<file path="src/rtl/tone_sequencer_if.sv">
// Control/register and output bundle between the host side and the tone sequencer.
// Master drives the note table, config and start/stop; slave returns sine strobes and status.
interface tone_sequencer_if #(
    parameter int unsigned ADDR_W = 4,
    parameter int unsigned DIV_W  = 16,
    parameter int unsigned DUR_W  = 12
);
    logic              wr_en;
    logic [ADDR_W-1:0] wr_addr;
    logic [DIV_W-1:0]  wr_div;
    logic [DUR_W-1:0]  wr_dur;
    logic [ADDR_W-1:0] cfg_last;
    logic              loop_en;
    logic              start;
    logic              stop;
    logic              sin_clk;
    logic              phase_rst;
    logic              gate;
    logic              busy;
    logic [ADDR_W-1:0] note_idx;
    logic              done;

    modport master (
        output wr_en, wr_addr, wr_div, wr_dur, cfg_last, loop_en, start, stop,
        input  sin_clk, phase_rst, gate, busy, note_idx, done
    );

    modport slave (
        input  wr_en, wr_addr, wr_div, wr_dur, cfg_last, loop_en, start, stop,
        output sin_clk, phase_rst, gate, busy, note_idx, done
    );
endinterface

</file>
<file path="src/rtl/tone_sequencer.sv">
// Plays a programmable table of {period, duration} notes, producing sine step strobes,
// a phase reset at each note start, and gate/busy/done status for the mixer.
module tone_sequencer #(
    parameter int unsigned DEPTH    = 16,
    parameter int unsigned ADDR_W   = 4,
    parameter int unsigned DIV_W    = 16,
    parameter int unsigned DUR_W    = 12,
    parameter int unsigned TICK_DIV = 48000
) (
    input  logic                 clk,
    input  logic                 reset,
    tone_sequencer_if.slave      bus
);
    localparam int unsigned TICK_W = (TICK_DIV > 1) ? $clog2(TICK_DIV) : 1;
    localparam logic [TICK_W-1:0] TICK_LAST = TICK_W'(TICK_DIV - 1);

    typedef enum logic [1:0] {IDLE, LOAD, PLAY} state_t;

    state_t            state;
    logic [DIV_W-1:0]  div_mem [DEPTH];
    logic [DUR_W-1:0]  dur_mem [DEPTH];
    logic [DIV_W-1:0]  div_r;
    logic [DIV_W-1:0]  div_cnt;
    logic [DUR_W-1:0]  dur_r;
    logic [DUR_W-1:0]  dur_cnt;
    logic [TICK_W-1:0] tick_cnt;
    logic [ADDR_W-1:0] note_idx;
    logic              done;

    logic [DUR_W-1:0]  load_dur;
    logic              div_wrap;
    logic              tick_wrap;
    logic              note_end;
    logic              is_last;

    // Note table: unreset storage, written any cycle; a same-cycle LOAD sees the old entry.
    always_ff @(posedge clk) begin
        if (bus.wr_en) begin
            div_mem[bus.wr_addr] <= bus.wr_div;
            dur_mem[bus.wr_addr] <= bus.wr_dur;
        end
    end

    assign load_dur  = dur_mem[note_idx];
    assign div_wrap  = (div_cnt == div_r - DIV_W'(1));
    assign tick_wrap = (tick_cnt == TICK_LAST);
    assign is_last   = (note_idx == bus.cfg_last);
    assign note_end  = ((state == PLAY) && tick_wrap && (dur_cnt == dur_r - DUR_W'(1)))
                    || ((state == LOAD) && (load_dur == '0));

    always_ff @(posedge clk) begin
        if (reset) begin
            state    <= IDLE;
            note_idx <= '0;
            div_r    <= '0;
            dur_r    <= '0;
            div_cnt  <= '0;
            tick_cnt <= '0;
            dur_cnt  <= '0;
            done     <= 1'b0;
        end else begin
            done <= 1'b0;
            case (state)
                IDLE: begin
                    if (bus.start && !bus.stop) begin
                        state    <= LOAD;
                        note_idx <= '0;
                    end
                end
                LOAD: begin
                    div_r    <= div_mem[note_idx];
                    dur_r    <= load_dur;
                    div_cnt  <= '0;
                    tick_cnt <= '0;
                    dur_cnt  <= '0;
                end
                PLAY: begin
                    div_cnt  <= ((div_r == '0) || div_wrap) ? '0 : div_cnt + DIV_W'(1);
                    tick_cnt <= tick_wrap ? '0 : tick_cnt + TICK_W'(1);
                    if (tick_wrap) dur_cnt <= dur_cnt + DUR_W'(1);
                end
                default: state <= IDLE;
            endcase

            // Sequencing: stop beats end-of-note; a zero-duration entry ends in its LOAD cycle.
            if (state != IDLE) begin
                if (bus.stop) begin
                    state <= IDLE;
                end else if (note_end) begin
                    if (!is_last) begin
                        note_idx <= note_idx + ADDR_W'(1);
                        state    <= LOAD;
                    end else if (bus.loop_en) begin
                        note_idx <= '0;
                        state    <= LOAD;
                    end else begin
                        state <= IDLE;
                        done  <= 1'b1;
                    end
                end else if (state == LOAD) begin
                    state <= PLAY;
                end
            end
        end
    end

    assign bus.sin_clk   = (state == PLAY) && (div_r != '0) && div_wrap && !bus.stop;
    assign bus.gate      = (state == PLAY) && (div_r != '0) && !bus.stop;
    assign bus.phase_rst = (state == LOAD) && !bus.stop;
    assign bus.busy      = (state != IDLE);
    assign bus.note_idx  = note_idx;
    assign bus.done      = done;
endmodule

</file>
<file path="src/flat_wrapper.sv">
// flat-port wrapper written by rule: the top's interface ports become plain ports
module tone_sequencer_flat 
#(
    parameter int unsigned DEPTH    = 16,
    parameter int unsigned ADDR_W   = 4,
    parameter int unsigned DIV_W    = 16,
    parameter int unsigned DUR_W    = 12,
    parameter int unsigned TICK_DIV = 48000
)
  (clk, reset, bus_wr_en, bus_wr_addr, bus_wr_div, bus_wr_dur, bus_cfg_last, bus_loop_en, bus_start, bus_stop, bus_sin_clk, bus_phase_rst, bus_gate, bus_busy, bus_note_idx, bus_done);
  tone_sequencer_if #(.ADDR_W(ADDR_W), .DIV_W(DIV_W), .DUR_W(DUR_W)) bus_i ();
  input  logic clk;
  input  logic reset;
  input wire logic [$bits(bus_i.wr_en)-1:0] bus_wr_en;
  input wire logic [$bits(bus_i.wr_addr)-1:0] bus_wr_addr;
  input wire logic [$bits(bus_i.wr_div)-1:0] bus_wr_div;
  input wire logic [$bits(bus_i.wr_dur)-1:0] bus_wr_dur;
  input wire logic [$bits(bus_i.cfg_last)-1:0] bus_cfg_last;
  input wire logic [$bits(bus_i.loop_en)-1:0] bus_loop_en;
  input wire logic [$bits(bus_i.start)-1:0] bus_start;
  input wire logic [$bits(bus_i.stop)-1:0] bus_stop;
  output wire logic [$bits(bus_i.sin_clk)-1:0] bus_sin_clk;
  output wire logic [$bits(bus_i.phase_rst)-1:0] bus_phase_rst;
  output wire logic [$bits(bus_i.gate)-1:0] bus_gate;
  output wire logic [$bits(bus_i.busy)-1:0] bus_busy;
  output wire logic [$bits(bus_i.note_idx)-1:0] bus_note_idx;
  output wire logic [$bits(bus_i.done)-1:0] bus_done;
  assign bus_i.wr_en = bus_wr_en;
  assign bus_i.wr_addr = bus_wr_addr;
  assign bus_i.wr_div = bus_wr_div;
  assign bus_i.wr_dur = bus_wr_dur;
  assign bus_i.cfg_last = bus_cfg_last;
  assign bus_i.loop_en = bus_loop_en;
  assign bus_i.start = bus_start;
  assign bus_i.stop = bus_stop;
  assign bus_sin_clk = bus_i.sin_clk;
  assign bus_phase_rst = bus_i.phase_rst;
  assign bus_gate = bus_i.gate;
  assign bus_busy = bus_i.busy;
  assign bus_note_idx = bus_i.note_idx;
  assign bus_done = bus_i.done;
  tone_sequencer #(.DEPTH(DEPTH), .ADDR_W(ADDR_W), .DIV_W(DIV_W), .DUR_W(DUR_W), .TICK_DIV(TICK_DIV)) u_core (.clk(clk), .reset(reset), .bus(bus_i));
endmodule
</file>
<file path="config.mk">
export PLATFORM = sky130hd
export DESIGN_NAME = tone_sequencer_flat
export DESIGN_NICKNAME = d
export VERILOG_FILES = /design/src/rtl/tone_sequencer_if.sv /design/src/rtl/tone_sequencer.sv /design/src/flat_wrapper.sv
export SDC_FILE = /design/constraint.sdc
export NUM_CORES = 1
export LEC_CHECK = 0
export BUFFER_PORTS_ARGS = -buffer_cell sky130_fd_sc_hd__buf_2
export CORE_UTILIZATION = 40
export CTS_CLUSTER_DIAMETER = 120
export DETAILED_ROUTE_END_ITERATION = 8
export GPL_ROUTABILITY_DRIVEN = 0
export PLACE_DENSITY = 0.55
export SETUP_SLACK_MARGIN = 0.15
export SLEW_MARGIN = 40
export SYNTH_ARGS = -nofsm -noshare
export SYNTH_HDL_FRONTEND = slang
export SYNTH_SLANG_ARGS = --single-unit
</file>
<file path="constraint.sdc">
create_clock -name clk -period 4.2 [get_ports clk]
set_input_delay 0.84 -clock clk [delete_from_list [all_inputs] [get_ports clk]]
set_output_delay 0.84 -clock clk [all_outputs]
set_load 0.01 [all_outputs]
</file>
==> results.sh, run 1 <==
export IMPL_place_detailed_hpwl_um=27900
export IMPL_yosysWarnings=0
export IMPL_required_ns=3.36
export IMPL_fin_crit_sh_pct=90.2
export IMPL_path_cells="inv_1 -> ha_2 -> xnor2_1 -> a211o_1 -> nor4_1 -> nand3b_1 -> nor4_1 -> and4_1 -> buf_2"
export IMPL_fmax_mhz=264
export IMPL_yosys_register_bits=527
export IMPL_cts_buffer_depth=3
export IMPL_final_core_util_pct=46.6
export IMPL_root_buffer="clkbuf_16"
export IMPL_rsz0062_at_grt="no"
export IMPL_drtIter0Drc=1046
export IMPL_yosys_area_top_type="edfxtp_1"
export IMPL_nNetsFinal=1386
export IMPL_synth_common_cells="edfxtp_1, mux4_2, nor2_1"
export IMPL_synth_area_mm2=0.0216
export IMPL_crit_family="simple AND/OR/NAND/NOR gates"
export IMPL_vias_per_cell=5.58
export IMPL_slew_limit_headroom_pct=43.6
export IMPL_crit_slowest_cell="dfxtp_1"
export IMPL_n_fill_cell=4468
export IMPL_hp_class="reg -> reg"
export IMPL_die_area_mm2=0.0548
export IMPL_cp_max_fo=6
export IMPL_cts_resized_gates=0
export IMPL_htree_levels=2
export IMPL_vdd_drop_max_uv=335
export IMPL_syn2layout_area_growth_pct=14.4
export IMPL_outcome="finished with violations"
export IMPL_cellLeakagePower_nw=7.77
export IMPL_grt_util_all_layers_pct=18.4
export IMPL_die_h_um=234
export IMPL_async_reset_ff_share_pct=0
export IMPL_synth_cells=1255
export IMPL_cts_post_setup_buffers_inserted=0
export IMPL_worst_clock_skew_ns=0.0267
export IMPL_path_buf_inv=2
export IMPL_first_pass_iters=7
export IMPL_yosysSeqAreaShare_pct=69.8
export IMPL_endpoint_kind="output port"
export IMPL_initial_core_util_pct=40.8
export IMPL_grt_pass1_wl_um=73700
export IMPL_p_per_area_mw_per_mm2=460
export IMPL_cts_tree="built"
export IMPL_worstMarginPinSlew_ns=0.843
export IMPL_hold_violations=0
export IMPL_cap_violations=0
export IMPL_antenna_found_initial=3
export IMPL_io_pins=51
export IMPL_synth_flop_cell="edfxtp_1"
export IMPL_violations="DRC"
export IMPL_critPathLaunchType="flip-flop"
export IMPL_worst_setup_path_type="reg -> out"
export IMPL_grt_max_degree=41
export IMPL_cts_hold_buffers=0
export IMPL_vias=11500
export IMPL_ant_nets=0
export IMPL_path_clk_slew_ns=0.06
export IMPL_synth_area_per_cell_um2=17.2
export IMPL_setup_tns_ns=0
export IMPL_drc=4
export IMPL_drv_slew=0
export IMPL_portBuffers=50
export IMPL_drive_gt1_share_pct=24.7
export IMPL_synth_edff_count=448
export IMPL_syn_nets=1307
export IMPL_clock_sinks=527
export IMPL_die_w_um=234
export IMPL_wire_per_inst_um=23.9
export IMPL_multi_input_area_mm2=0.00625
export IMPL_core_mm2=0.0529
export IMPL_path_common_cell="nor4_1"
export IMPL_num_rows=84
export IMPL_critPathMaxStageDelay_ns=0.47
export IMPL_drt_total_wl_um=49500
export IMPL_post_synth_top_count_cell="edfxtp_1"
export IMPL_yosys_top_cells_area="edfxtp_1, mux4_2, dfxtp_1, mux2i_1, nor2_1"
export IMPL_synth_top_area_share_pct=62.4
export IMPL_period_needed_ns=3.79
export IMPL_synth_distinct_cells=65
export IMPL_arrival_ns=2.95
export IMPL_grt_overflow_total=0
export IMPL_diodes=0
export IMPL_clock_latency_ns=0.60
export IMPL_grt_pass1_vias=11500
export IMPL_finalSetupViolCount=0
export IMPL_cts_inserted_buffers=53
export IMPL_final_seq_area_mm2=0.0150
==> metal layers <==
metal / part of all wire (%) / global-route usage, %
met2: 46 / 27.7
met5: 0.079 / 0
met1: 47 / 27.3
met4: 1.6 / 4.04
met3: 5.3 / 3.96
==> cell families (layout without fill, tap and decap cells) <==
group	Yosys count	count (layout)	synth area share, %
flip-flops	527	527	69.8
buffers and inverters	92	215	1.82
AND/OR/NAND/NOR	290	290	7.09
XOR/XNOR	51	51	2.07
adder cells (fa/ha/maj)	10	10	0.580
multiplexers	167	167	15.1
AO/OA/AOI/OAI	118	118	3.60
==> path summary, 6_finish.rpt <==
kind         cells past startpoint  slack [ns]                     end                    from
max                              9        0.41             bus_sin_clk         u_core.div_r[0]
min                              2        0.51         u_core.dur_r[9]         u_core.dur_r[9]
max reg2reg                     10        0.92  u_core.bus.note_idx[2]  u_core.bus.note_idx[0]
min reg2reg                      2        0.51         u_core.dur_r[9]         u_core.dur_r[9]
==> worst reg2reg max path: stages (launching register included) <==
cell	delay [ns]
dfxtp_4	0.58
buf_12	0.27
buf_4	0.27
mux4_2	0.52
a22oi_1	0.21
nand2_1	0.09
nor4_1	0.42
nand4_1	0.24
nor2_1	0.16
nor3_1	0.10
a211o_1	0.31
==> where the power goes <==
part | internal (mW) | switching (mW)
sequential | 5.78 | 0.0599
combinational | 0.203 | 0.330
clock | 2.93 | 2.03
==> flip-flops by register name, indices dropped and copies added, names as in the netlist <==
| name | count |
|---|---|
| u_core.tick_cnt | 16 |
| u_core.div_mem | 256 |
| u_core.dur_cnt | 12 |
| u_core.div_cnt | 16 |
| u_core.bus.done | 1 |
| u_core.dur_r | 12 |
| u_core.state | 2 |
| u_core.div_r | 16 |
| u_core.dur_mem | 192 |
| u_core.bus.note_idx | 4 |
==> final cells by class <==
cell class | count | share of cell area, %
Clock buffer | 60 | 5.61
Clock inverter | 39 | 1.88
Inverter | 28 | 0.426
Multi-Input combinational cell | 636 | 25.3
Sequential cell | 527 | 61.0
Tap cell | 688 | 3.49
Timing Repair Buffer | 88 | 2.24
==> cell usage in the layout (no fill, tap or decap), types with 6 or more instances in the layout <==
cell type | synthesis | layout
edfxtp_1 | 448 | 448
mux4_2 | 126 | 126
nor2_1 | 95 | 82
dfxtp_1 | 79 | 75
clkbuf_16 | 0 | 54
buf_2 | 18 | 50
nand2_1 | 39 | 39
mux2i_1 | 38 | 38
buf_4 | 2 | 36
a21oi_1 | 35 | 35
xnor2_1 | 31 | 31
nand3_1 | 29 | 29
inv_1 | 28 | 28
a22oi_1 | 25 | 25
xor2_1 | 20 | 20
nor3_1 | 23 | 19
nand4_1 | 18 | 18
o21ai_0 | 16 | 16
and3_1 | 13 | 13
clkinv_2 | 0 | 13
nor2_4 | 0 | 12
nor4_1 | 11 | 11
nor2b_1 | 11 | 11
bufinv_16 | 0 | 9
ha_1 | 10 | 8
nand3b_1 | 7 | 7
clkinvlp_4 | 0 | 7
clkinv_1 | 0 | 6
==> metrics by stage <==
| step | power [mW] | std cells | instance area (µm²) | worst slack, ns | hold slack (ns) |
|---|---|---|---|---|---|
| after floorplan | 6.28 | 1255 | 21600 | 0.461 | 0.470 |
| after global placement | 6.48 | 1965 | 22800 | 0.766 | 0.486 |
| after detailed placement | 6.49 | 1965 | 22800 | 0.730 | 0.494 |
| after CTS | 11.4 | 2064 | 24600 | 0.351 | 0.471 |
| after global routing | 11.7 | 2066 | 24700 | 0.155 | 0.484 |
| final | 11.3 | 2066 | 24700 | 0.411 | 0.506 |
No activity file was read; power rests on OpenSTA's default activity.
==> inputs of run 2 (changes only) <==
Clock period 4.2 ns to 3.8 ns, I/O delays scaled along.
==> run 2 against run 1 <==
Against the previous run: via count shrank 1.1%; sequential power grew 11%; register-to-register slack lost 0.42 ns; the run still ends with DRC left; final cell count is essentially flat; sequential cell count is the same; total power grew 9.8%; die area is the same; hold slack lost 0.11 ns; final area grew 0.14%; combinational power grew 13%.
==> results.sh, run 2 (synthesis gave the netlist of run 1 again) <==
export IMPL_outcome="finished with violations"
export IMPL_violations="DRC"
export IMPL_hold_violations=0
export IMPL_cts_post_setup_buffers_inserted=0
export IMPL_die_w_um=234
export IMPL_drv_slew=0
export IMPL_drtIter0Drc=955
export IMPL_critPathLaunchType="flip-flop"
export IMPL_vias_per_cell=5.52
export IMPL_clock_sinks=527
export IMPL_rsz0062_at_grt="no"
export IMPL_initial_core_util_pct=40.8
export IMPL_cap_violations=0
export IMPL_ant_nets=0
export IMPL_placed_cells=1960
export IMPL_die_h_um=234
export IMPL_grt_util_all_layers_pct=18.3
export IMPL_drt_total_wl_um=48500
export IMPL_fin_cells=2065
export IMPL_endpoint_kind="output port"
export IMPL_path_clk_slew_ns=0.06
export IMPL_cp_max_fo=8
export IMPL_max_flop_register="u_core.div_mem"
export IMPL_io_pins=51
export IMPL_hp_class="in -> reg"
export IMPL_reg2reg_slack_ns=0.50
export IMPL_hold_slack_ns=0.393
export IMPL_worstMarginPinSlew_ns=0.795
export IMPL_num_rows=84
export IMPL_grt_max_degree=65
export IMPL_grt_pass1_vias=11600
export IMPL_finalSetupViolCount=0
export IMPL_grt_overflow_total=0
export IMPL_period_needed_ns=3.48
export IMPL_reg_top3="u_core.div_mem: 256 flops, u_core.dur_mem: 192 flops"
export IMPL_slew_limit_headroom_pct=47.0
export IMPL_grt_pass1_wl_um=73400
export IMPL_cts_buffer_depth=3
export IMPL_first_pass_iters=7
export IMPL_wire_per_inst_um=23.5
export IMPL_worst_clock_skew_ns=0.0173
export IMPL_arrival_ns=2.72
export IMPL_nNetsFinal=1382
export IMPL_antenna_found_initial=4
export IMPL_p_per_area_mw_per_mm2=504
export IMPL_cts_inserted_buffers=55
export IMPL_required_ns=3.04
export IMPL_drc=10
export IMPL_cts_tree="built"
export IMPL_worst_setup_path_type="reg -> out"
export IMPL_portBuffers=50
export IMPL_final_common_cell="edfxtp_1"
export IMPL_syn2layout_area_growth_pct=14.5
export IMPL_clock_latency_ns=0.62
export IMPL_vias=11400
export IMPL_setup_tns_ns=0
export IMPL_place_detailed_hpwl_um=27600
export IMPL_root_buffer="clkbuf_16"
export IMPL_largest_reg_flops=256
export IMPL_htree_levels=2
export IMPL_cellLeakagePower_nw=7.77
export IMPL_vdd_drop_max_uv=328
export IMPL_drive_gt1_share_pct=24.8
export IMPL_final_cell_mix="edfxtp_1, mux4_2, nor2_1, dfxtp_1, clkbuf_16"
export IMPL_fmax_mhz=287
export IMPL_die_area_mm2=0.0548
export IMPL_core_mm2=0.0529
export IMPL_total_power_mw=12.5
export IMPL_fin_crit_sh_pct=91.6
## run 2: cell types whose count changed in the layout (fill, tap and decap cells not counted), sizes merged
cell | previous run | this run
bufinv | 9 | 6
clkinv | 21 | 22
inv | 29 | 32
clkbuf | 60 | 69
clkinvlp | 8 | 2
diode | 0 | 1
buf | 88 | 82
## run 2: cell type report
type / instances / area (µm²)
Fill cell: 4475 / 28200
Sequential cell: 527 / 15000
Multi-Input combinational cell: 636 / 6300
Clock buffer: 69 / 1450
Tap cell: 688 / 861
Timing Repair Buffer: 82 / 568
Clock inverter: 34 / 355
Inverter: 28 / 105
Antenna cell: 1 / 2.50
## run 2: final timing paths
path                     startpoint                endpoint  cells after the start
max                 u_core.div_r[4]             bus_sin_clk                      6
min                     bus_loop_en         u_core.bus.done                      2
max reg2reg  u_core.bus.note_idx[0]  u_core.bus.note_idx[2]                      9
min reg2reg         u_core.dur_r[9]         u_core.dur_r[9]                      2
## run 2: where the power goes
group          switching, mW  internal, mW  total, mW
clock network           2.26          3.13       5.39
logic                  0.372         0.232      0.604
registers             0.0648          6.39       6.46
## run 2: metrics by stage
stage	util [%]	setup slack [ns]	instance area, µm²
5_1_grt	46.7	0.130	24700
6_report	46.7	0.321	24700
3_3_place_gp	43.1	0.411	22800
2_1_floorplan	-	0.444	21600
3_5_place_dp	43.1	0.442	22800
4_1_cts	46.6	0.173	24600
## run 2: metal layers
| layer | vias to the layer above | global-route usage, % | part of all wire (%) |
|---|---|---|---|
| li1 | 5175 | - | - |
| met1 | 5947 | 26.3 | 47 |
| met2 | 206 | 28.7 | 47 |
| met3 | 66 | 3.45 | 4.8 |
| met4 | 8 | 4.75 | 1.6 |
| met5 | - | 0 | 0.078 |
## run 2: repair_timing
action,4_1_cts,5_1_grt
setup endpoints to repair,1,1
gates resized for setup,4,9
endpoints found under the hold margin,0,0
hold buffers,0,0
pin swaps,0,2
## run 2: worst max-delay path: stages (launching register included)
cell     delay (ns)
dfxtp_1        0.42
or4_4          0.63
nor4_4         0.32
mux2i_1        0.24
a32o_1         0.18
and4_1         0.19
buf_2          0.13
